$ cat config.mk
export PLATFORM = sky130hd
export DESIGN_NAME = jtag_axi_host_flat
export DESIGN_NICKNAME = d
export VERILOG_FILES = /design/src/rtl/jtag_axi_pkg.sv /design/src/rtl/jtag_axi_host_if.sv /design/src/rtl/jtag_axi_host_tck_gen.sv /design/src/rtl/jtag_axi_host.sv /design/src/flat_wrapper.sv
export SDC_FILE = /design/constraint.sdc
export NUM_CORES = 1
export LEC_CHECK = 0
export BUFFER_PORTS_ARGS = -buffer_cell sky130_fd_sc_hd__buf_4
export CAP_MARGIN = 20
export CORE_MARGIN = 2
export CORE_UTILIZATION = 51
export CTS_CLUSTER_SIZE = 12
export DETAILED_ROUTE_END_ITERATION = 12
export PLACE_DENSITY = 0.76
export SLEW_MARGIN = 20
export SYNTH_ARGS = -nofsm -noshare
export SYNTH_HDL_FRONTEND = slang
export SYNTH_SLANG_ARGS = --single-unit
$ cat constraint.sdc
create_clock -name clk -period 6 [get_ports clk]
set_input_delay 0.3 -clock clk [delete_from_list [all_inputs] [get_ports clk]]
set_output_delay 0.3 -clock clk [all_outputs]
set_load 0.02 [all_outputs]
$ cat src/rtl/jtag_axi_pkg.sv
// rtl/jtag_axi_pkg.sv - shared JTAG host types: host FSM codes, TAP states, IR decoding
package jtag_axi_pkg;

  localparam int DIV_CNT_W = 8;

  typedef logic [3:0] host_state_t;
  localparam host_state_t ST_INIT     = 4'd0;
  localparam host_state_t ST_IDLE     = 4'd1;
  localparam host_state_t ST_IR_NAV   = 4'd2;
  localparam host_state_t ST_IR_SHIFT = 4'd3;
  localparam host_state_t ST_IR_EXIT  = 4'd4;
  localparam host_state_t ST_DR_NAV   = 4'd5;
  localparam host_state_t ST_DR_SHIFT = 4'd6;
  localparam host_state_t ST_DR_EXIT  = 4'd7;
  localparam host_state_t ST_RESP     = 4'd8;

  typedef enum logic [3:0] {
    TAP_RESET, TAP_IDLE,
    TAP_SEL_DR, TAP_CAP_DR, TAP_SHIFT_DR, TAP_EXIT1_DR, TAP_PAUSE_DR, TAP_EXIT2_DR, TAP_UPD_DR,
    TAP_SEL_IR, TAP_CAP_IR, TAP_SHIFT_IR, TAP_EXIT1_IR, TAP_PAUSE_IR, TAP_EXIT2_IR, TAP_UPD_IR
  } tap_ctrl_fsm_t;

  typedef enum logic [3:0] {
    IR_IDCODE       = 4'h1,
    IR_ADDR_AXI_REG = 4'h8,
    IR_BYPASS       = 4'hF
  } ir_decoding_t;

  // IEEE 1149.1 TAP controller next-state on a rising TCK.
  function automatic tap_ctrl_fsm_t tap_next(tap_ctrl_fsm_t s, logic tms);
    case (s)
      TAP_RESET:    return tms ? TAP_RESET    : TAP_IDLE;
      TAP_IDLE:     return tms ? TAP_SEL_DR   : TAP_IDLE;
      TAP_SEL_DR:   return tms ? TAP_SEL_IR   : TAP_CAP_DR;
      TAP_CAP_DR:   return tms ? TAP_EXIT1_DR : TAP_SHIFT_DR;
      TAP_SHIFT_DR: return tms ? TAP_EXIT1_DR : TAP_SHIFT_DR;
      TAP_EXIT1_DR: return tms ? TAP_UPD_DR   : TAP_PAUSE_DR;
      TAP_PAUSE_DR: return tms ? TAP_EXIT2_DR : TAP_PAUSE_DR;
      TAP_EXIT2_DR: return tms ? TAP_UPD_DR   : TAP_SHIFT_DR;
      TAP_UPD_DR:   return tms ? TAP_SEL_DR   : TAP_IDLE;
      TAP_SEL_IR:   return tms ? TAP_RESET    : TAP_CAP_IR;
      TAP_CAP_IR:   return tms ? TAP_EXIT1_IR : TAP_SHIFT_IR;
      TAP_SHIFT_IR: return tms ? TAP_EXIT1_IR : TAP_SHIFT_IR;
      TAP_EXIT1_IR: return tms ? TAP_UPD_IR   : TAP_PAUSE_IR;
      TAP_PAUSE_IR: return tms ? TAP_EXIT2_IR : TAP_PAUSE_IR;
      TAP_EXIT2_IR: return tms ? TAP_UPD_IR   : TAP_SHIFT_IR;
      default:      return tms ? TAP_SEL_DR   : TAP_IDLE;
    endcase
  endfunction

endpackage

$ cat src/rtl/jtag_axi_host_if.sv
// rtl/jtag_axi_host_if.sv - command/response bus of the JTAG host (master issues, slave executes)
interface jtag_axi_host_if #(
  parameter int IR_WIDTH     = 4,
  parameter int DR_MAX_WIDTH = 64
);
  localparam int LEN_W = $clog2(DR_MAX_WIDTH + 1);

  logic                    cmd_valid;
  logic                    cmd_ready;
  logic [IR_WIDTH-1:0]     cmd_ir;
  logic                    cmd_skip_ir;
  logic [LEN_W-1:0]        cmd_dr_len;
  logic [DR_MAX_WIDTH-1:0] cmd_dr_data;
  logic                    rsp_valid;
  logic                    rsp_ready;
  logic [DR_MAX_WIDTH-1:0] rsp_dr_data;

  modport master (
    output cmd_valid, cmd_ir, cmd_skip_ir, cmd_dr_len, cmd_dr_data, rsp_ready,
    input  cmd_ready, rsp_valid, rsp_dr_data
  );

  modport slave (
    input  cmd_valid, cmd_ir, cmd_skip_ir, cmd_dr_len, cmd_dr_data, rsp_ready,
    output cmd_ready, rsp_valid, rsp_dr_data
  );
endinterface

$ cat src/rtl/jtag_axi_host_tck_gen.sv
// rtl/jtag_axi_host_tck_gen.sv - TCK divider; strobes mark the clk cycle in which TCK rises/falls
module jtag_axi_host_tck_gen
  import jtag_axi_pkg::*;
#(
  parameter int CLK_DIV = 2
) (
  input  logic clk,
  input  logic rst,
  input  logic en,
  output logic tck,
  output logic rise_stb,
  output logic fall_stb
);
  logic [DIV_CNT_W-1:0] div_cnt;
  logic                 wrap;

  assign wrap     = en && (div_cnt == DIV_CNT_W'(CLK_DIV - 1));
  assign rise_stb = wrap && !tck;
  assign fall_stb = wrap && tck;

  // Dropping en parks TCK low and restarts the half-period from zero.
  always_ff @(posedge clk or posedge rst) begin
    if (rst) begin
      div_cnt <= '0;
      tck     <= 1'b0;
    end else if (!en) begin
      div_cnt <= '0;
      tck     <= 1'b0;
    end else if (wrap) begin
      div_cnt <= '0;
      tck     <= ~tck;
    end else begin
      div_cnt <= div_cnt + DIV_CNT_W'(1);
    end
  end
endmodule

$ cat src/rtl/jtag_axi_host.sv
// rtl/jtag_axi_host.sv - command-driven JTAG IR/DR scan host; JTAG_AXI_HOST_TRST_EN adds a TRST pulse
module jtag_axi_host
  import jtag_axi_pkg::*;
#(
  parameter int CLK_DIV      = 2,
  parameter int IR_WIDTH     = 4,
  parameter int DR_MAX_WIDTH = 64
) (
  input  logic           clk,
  input  logic           rst,
  jtag_axi_host_if.slave host_if,
  output logic           jtag_tck,
  output logic           jtag_tms,
  output logic           jtag_tdi,
  input  logic           jtag_tdo,
  output logic           jtag_trstn
);
  localparam int LEN_W = $clog2(DR_MAX_WIDTH + 1);
  localparam int IR_CW = $clog2(IR_WIDTH + 1);
  localparam int MAX_W = (LEN_W > IR_CW) ? LEN_W : IR_CW;
  localparam int CNT_W = (MAX_W > 3) ? MAX_W : 3;

  host_state_t             state, nxt_state;
  logic [CNT_W-1:0]        cnt, nxt_cnt;
  logic [LEN_W-1:0]        dr_len, len_sat;
  logic [IR_WIDTH-1:0]     ir_sr, ir_shr;
  logic [DR_MAX_WIDTH-1:0] dr_sr, dr_shr, cap_mask, rsp_data;
  logic                    running, rise_stb, fall_stb, last_tck;

  assign running = !(state == ST_IDLE || state == ST_RESP);
  assign len_sat = (host_if.cmd_dr_len > LEN_W'(DR_MAX_WIDTH)) ? LEN_W'(DR_MAX_WIDTH)
                                                               : host_if.cmd_dr_len;
  assign ir_shr  = ir_sr >> 1;
  assign dr_shr  = dr_sr >> 1;

  assign host_if.cmd_ready   = (state == ST_IDLE);
  assign host_if.rsp_valid   = (state == ST_RESP);
  assign host_if.rsp_dr_data = rsp_data;

  jtag_axi_host_tck_gen #(.CLK_DIV(CLK_DIV)) u_tck_gen (
    .clk      (clk),
    .rst      (rst),
    .en       (running),
    .tck      (jtag_tck),
    .rise_stb (rise_stb),
    .fall_stb (fall_stb)
  );

  // TMS carried by TCK number c of a state.
  function automatic logic tms_for(host_state_t st, logic [CNT_W-1:0] c, logic [LEN_W-1:0] len);
    case (st)
      ST_INIT:     return c < CNT_W'(5);
      ST_IR_NAV:   return c < CNT_W'(2);
      ST_IR_SHIFT: return c == CNT_W'(IR_WIDTH - 1);
      ST_DR_SHIFT: return c == CNT_W'(len) - CNT_W'(1);
      default:     return c == '0;
    endcase
  endfunction

  always_comb begin
    last_tck = 1'b0;
    case (state)
      ST_INIT:                  last_tck = (cnt == CNT_W'(5));
      ST_IR_NAV:                last_tck = (cnt == CNT_W'(3));
      ST_IR_SHIFT, ST_DR_SHIFT: last_tck = jtag_tms;  // shifts end on the TCK carrying TMS=1
      ST_IR_EXIT, ST_DR_EXIT:   last_tck = (cnt == CNT_W'(1));
      ST_DR_NAV:                last_tck = (cnt == CNT_W'(2));
      default:                  last_tck = 1'b0;
    endcase
  end

  always_comb begin
    nxt_state = state;
    nxt_cnt   = cnt + CNT_W'(1);
    if (last_tck) begin
      nxt_cnt = '0;
      case (state)
        ST_INIT:     nxt_state = ST_IDLE;
        ST_IR_NAV:   nxt_state = ST_IR_SHIFT;
        ST_IR_SHIFT: nxt_state = ST_IR_EXIT;
        ST_IR_EXIT:  nxt_state = (dr_len == '0) ? ST_RESP : ST_DR_NAV;
        ST_DR_NAV:   nxt_state = ST_DR_SHIFT;
        ST_DR_SHIFT: nxt_state = ST_DR_EXIT;
        ST_DR_EXIT:  nxt_state = ST_RESP;
        default:     nxt_state = state;
      endcase
    end
  end

  always_ff @(posedge clk or posedge rst) begin
    if (rst) begin
      state    <= ST_INIT;
      cnt      <= '0;
      jtag_tms <= 1'b1;
      jtag_tdi <= 1'b0;
      dr_len   <= '0;
      ir_sr    <= '0;
      dr_sr    <= '0;
      cap_mask <= '0;
      rsp_data <= '0;
    end else begin
      case (state)
        ST_IDLE: begin
          if (host_if.cmd_valid) begin
            ir_sr    <= host_if.cmd_ir;
            dr_sr    <= host_if.cmd_dr_data;
            dr_len   <= len_sat;
            rsp_data <= '0;
            cnt      <= '0;
            if (host_if.cmd_skip_ir && len_sat == '0) begin
              state <= ST_RESP;
            end else begin
              state    <= host_if.cmd_skip_ir ? ST_DR_NAV : ST_IR_NAV;
              jtag_tms <= 1'b1;
            end
          end
        end
        ST_RESP: begin
          if (host_if.rsp_ready) state <= ST_IDLE;
        end
        default: begin
          // rsp_data accumulates one-hot so bit i is the i-th DR shift sample.
          if (rise_stb && state == ST_DR_SHIFT) begin
            if (jtag_tdo) rsp_data <= rsp_data | cap_mask;
            cap_mask <= cap_mask << 1;
          end
          if (fall_stb) begin
            state    <= nxt_state;
            cnt      <= nxt_cnt;
            jtag_tdi <= 1'b0;
            if (nxt_state != ST_IDLE && nxt_state != ST_RESP)
              jtag_tms <= tms_for(nxt_state, nxt_cnt, dr_len);
            if (nxt_state == ST_IR_SHIFT) begin
              if (state == ST_IR_SHIFT) begin
                ir_sr    <= ir_shr;
                jtag_tdi <= ir_shr[0];
              end else begin
                jtag_tdi <= ir_sr[0];
              end
            end
            if (nxt_state == ST_DR_SHIFT) begin
              if (state == ST_DR_SHIFT) begin
                dr_sr    <= dr_shr;
                jtag_tdi <= dr_shr[0];
              end else begin
                jtag_tdi <= dr_sr[0];
                cap_mask <= DR_MAX_WIDTH'(1);
              end
            end
          end
        end
      endcase
    end
  end

`ifdef JTAG_AXI_HOST_TRST_EN
  logic trstn_q;

  // Released at the fall closing the second INIT TCK.
  always_ff @(posedge clk or posedge rst) begin
    if (rst) trstn_q <= 1'b0;
    else if (fall_stb && state == ST_INIT && cnt == CNT_W'(1)) trstn_q <= 1'b1;
  end

  assign jtag_trstn = trstn_q;
`else
  assign jtag_trstn = 1'b1;
`endif
endmodule

$ cat src/flat_wrapper.sv
// flat-port wrapper written by rule: the top's interface ports become plain ports
module jtag_axi_host_flat import jtag_axi_pkg::*;
#(
  parameter int CLK_DIV      = 2,
  parameter int IR_WIDTH     = 4,
  parameter int DR_MAX_WIDTH = 64
)
  (clk, rst, jtag_tck, jtag_tms, jtag_tdi, jtag_tdo, jtag_trstn, host_if_cmd_valid, host_if_cmd_ir, host_if_cmd_skip_ir, host_if_cmd_dr_len, host_if_cmd_dr_data, host_if_rsp_ready, host_if_cmd_ready, host_if_rsp_valid, host_if_rsp_dr_data);
  jtag_axi_host_if #(.IR_WIDTH(IR_WIDTH), .DR_MAX_WIDTH(DR_MAX_WIDTH)) host_if_i ();
  input  logic clk;
  input  logic rst;
  output logic jtag_tck;
  output logic jtag_tms;
  output logic jtag_tdi;
  input  logic jtag_tdo;
  output logic jtag_trstn;
  input wire logic [$bits(host_if_i.cmd_valid)-1:0] host_if_cmd_valid;
  input wire logic [$bits(host_if_i.cmd_ir)-1:0] host_if_cmd_ir;
  input wire logic [$bits(host_if_i.cmd_skip_ir)-1:0] host_if_cmd_skip_ir;
  input wire logic [$bits(host_if_i.cmd_dr_len)-1:0] host_if_cmd_dr_len;
  input wire logic [$bits(host_if_i.cmd_dr_data)-1:0] host_if_cmd_dr_data;
  input wire logic [$bits(host_if_i.rsp_ready)-1:0] host_if_rsp_ready;
  output wire logic [$bits(host_if_i.cmd_ready)-1:0] host_if_cmd_ready;
  output wire logic [$bits(host_if_i.rsp_valid)-1:0] host_if_rsp_valid;
  output wire logic [$bits(host_if_i.rsp_dr_data)-1:0] host_if_rsp_dr_data;
  assign host_if_i.cmd_valid = host_if_cmd_valid;
  assign host_if_i.cmd_ir = host_if_cmd_ir;
  assign host_if_i.cmd_skip_ir = host_if_cmd_skip_ir;
  assign host_if_i.cmd_dr_len = host_if_cmd_dr_len;
  assign host_if_i.cmd_dr_data = host_if_cmd_dr_data;
  assign host_if_i.rsp_ready = host_if_rsp_ready;
  assign host_if_cmd_ready = host_if_i.cmd_ready;
  assign host_if_rsp_valid = host_if_i.rsp_valid;
  assign host_if_rsp_dr_data = host_if_i.rsp_dr_data;
  jtag_axi_host #(.CLK_DIV(CLK_DIV), .IR_WIDTH(IR_WIDTH), .DR_MAX_WIDTH(DR_MAX_WIDTH)) u_core (.clk(clk), .rst(rst), .host_if(host_if_i), .jtag_tck(jtag_tck), .jtag_tms(jtag_tms), .jtag_tdi(jtag_tdi), .jtag_tdo(jtag_tdo), .jtag_trstn(jtag_trstn));
endmodule
==> run metrics <==
Required @ worst endpoint 5.70 ns; crit path max fanout 68; initial detailed-routing violation count 572; Die Wd ~140 microns; synth top area cells dfrtp_1 57%, mux2i_1 6.5%, a22o_1 5.7%; Clock power frac 47.4%; Max H-tree Level 1; setup violators final 0; CP startpoint kind flip-flop; Slew @ Worst Pin around 1.1 ns; cells after synthesis roughly 940; synthesized flop and latch total 225; Fin Setup TNS 0 ns; Mapped Area about 9800 sq um; switching power 606 uW; CTS Hold Bufs 2; # diodes 0; Tmin final 3.70 ns; Flop pwr share 50.0%; hold slack final 0.0260 ns; final hold vios 0; P&R area growth vs syn 20.8%; yosys warns 0; crit end category output port; Via-to-Cell Ratio 5.56; area post-placement 11100 sq um; Max Clock Freq 0.271 GHz; CTS Buf Count 24; Die Y roughly 140 microns; vias in the first global route between 7000 and 8000; Primary FF master, synth dfrtp_1; unrepaired setup endpoints after global routing false; fin. max-slew vios 0; final period utilization 61.6%; Finished Cell Area 11900 sq um; max cap viols 0; Slew headroom 28.2%; port bufs 149; Synth top area share between 50% and 60%; first-pass GRT wire length 36400 microns; hold path depth 2; DP HPWL 14200 microns; Die ar. 20400 sq um; clk buf depth 3; Hold Path Class in2reg; Clock Pin Slew Worst Setup and Hold Paths roughly 0.06 ns; Unique masters post-synth 65; Cell Int Power 2.43 mW; Max VDD drop 0.178 mV; I/O pins around 150; GR Overflow Total 0; Worst EP arrival 3.40 ns; gp weighted congestion 0.852; final WL 21700 microns; # clock sinks 225; Syn Nets roughly 1000; largest net degree at the start of global routing 128; row count 50; worst skew pair latency 0.52 ns; Tot GR Track Use a little over a fifth; status complete, no violations; vias 7384; Leak Pwr about 5.6 nW; drt first pass iters 4; setup bufs post-CTS 0; grt met3 use 4.63%; worst clock skew 0.0163 ns; Avg Cell Area, Syn 10.5 sq um; switching part of the total power 20.0%; Cell Pwr Density roughly 260 nW/um^2; PostCTS Resize Cnt 0; Combinational Power Share 2.5%; grt met2 use 34.1%; DRT antenna net count 0; initial antenna violation count 0; post-synthesis sequential area ratio 57.2%; Initial Utilization 52.3%; Top Usage Layer GRT met2; Core Region 18800 sq um; Post-synth EDFFs 0; post-synth top area cell dfrtp_1; power consumption 3.03 mW; Clock Root Buffer clkbuf_16; ys async rst share 100%; DRC 0; NumNets Final 1143; CTS tree built; layout cell share with drive strength beyond 1 19.3%; drt wl/cell around 16 microns; Crit Path Category reg2out; Reg2Reg Depth 7; GRT met1 Usage a little under a third
-- final timing paths --
| kind | slack (ns) | from | endpoint |
|---|---|---|---|
| worst max-delay path | 2.30 | u_core.state[0] | host_if_cmd_ready |
| worst min-delay path | 0.03 | host_if_cmd_dr_data[63] | u_core.dr_sr[63] |
| worst max register to register | 2.45 | u_core.state[2] | u_core.dr_sr[63] |
| worst min register to register | 0.48 | u_core.dr_sr[26] | u_core.dr_sr[26] |
| max in group asynchronous | 4.12 | rst | u_core.dr_sr[8] |
| min in group asynchronous | 0.49 | rst | u_core.dr_sr[6] |
-- stage by stage --
step	setup slack (ns)	cells	util, %
4_1_cts	2.33	1328	63.0
3_5_place_dp	2.49	1289	58.8
2_1_floorplan	2.76	936	-
6_report	2.30	1329	63.1
3_3_place_gp	2.39	1289	58.8
5_1_grt	2.14	1329	63.1
-- registers in the layout (all words and copies together) (netlist names), 4 cells and up --
register,count
u_core.cnt,7
u_core.u_tck_gen.div_cnt,8
u_core.dr_sr,64
u_core.ir_sr,4
u_core.dr_len,7
u_core.host_if.rsp_dr_data,64
u_core.state,4
u_core.cap_mask,64
-- routing by layer --
| metal | up-vias | routed length, microns |
|---|---|---|
| met3 | 36 | 1280 |
| met5 | - | 0 |
| met1 | 3598 | 9800 |
| li1 | 3551 | - |
| met2 | 199 | 10200 |
| met4 | 0 | 456 |
-- layout by cell type, fill, tap and decap left out, types with 7 or more instances in the layout --
cell type	instances
buf_4	156
clkbuf_16	24
a21oi_1	75
xor2_1	7
inv_1	11
nand3_1	9
nor3_1	8
nand2_1	105
xnor2_1	13
a22o_1	64
dfrtp_1	224
nor2_1	95
mux2i_1	64
nand3b_1	8
o21ai_0	87
-- power by group through the flow --
| stage | combinational (mW) | sequential [mW] | clock, mW |
|---|---|---|---|
| 4_1_cts | 0.0790 | 1.52 | 1.48 |
| 6_report | 0.0762 | 1.52 | 1.44 |
| 5_1_grt | 0.0863 | 1.52 | 1.54 |
| 2_1_floorplan | 0.0258 | 1.55 | 0 |
| 3_3_place_gp | 0.0769 | 1.55 | 0 |
| 3_5_place_dp | 0.0777 | 1.55 | 0 |
-- cell usage after synthesis (9+ instances only) --
library cell	count
a21oi_1	75
a22o_1	64
clkbuf_1	49
dfrtp_1	224
inv_1	12
mux2i_1	64
nand2_1	106
nand3_1	9
nor2_1	95
o21ai_0	87
xnor2_1	13
-- area by class of cell --
type                            instances  area (sq um)
Fill cell                            1515          6940
Sequential cell                       225          5630
Multi-Input combinational cell        634          3890
Timing Repair Buffer                  159          1220
Clock buffer                           32           681
Tap cell                              260           325
Clock inverter                          5          86.3
Inverter                               14          57.6
-- cell families (layout without fill, tap and decap cells) --
family / count (synthesis) / in the layout / synth area share [%]
xor+xnor: 20 / 20 / 1.78
compound gates: 271 / 271 / 17.8
other cells: 1 / 1 / 0.0381
simple gates: 273 / 273 / 12.6
mux: 65 / 65 / 6.62
flops: 225 / 225 / 57.2
fa+ha+maj: 4 / 4 / 0.508
buf+inv: 77 / 210 / 3.49
-- worst max-delay path, stage by stage, from the launching register on --
cell      delay (ns)
dfrtp_1         0.84
nor2b_1         0.47
nand2_1         0.28
clkinv_2        0.16
buf_4           0.81
buf_4           0.29
No activity file was read; power rests on OpenSTA's default activity.
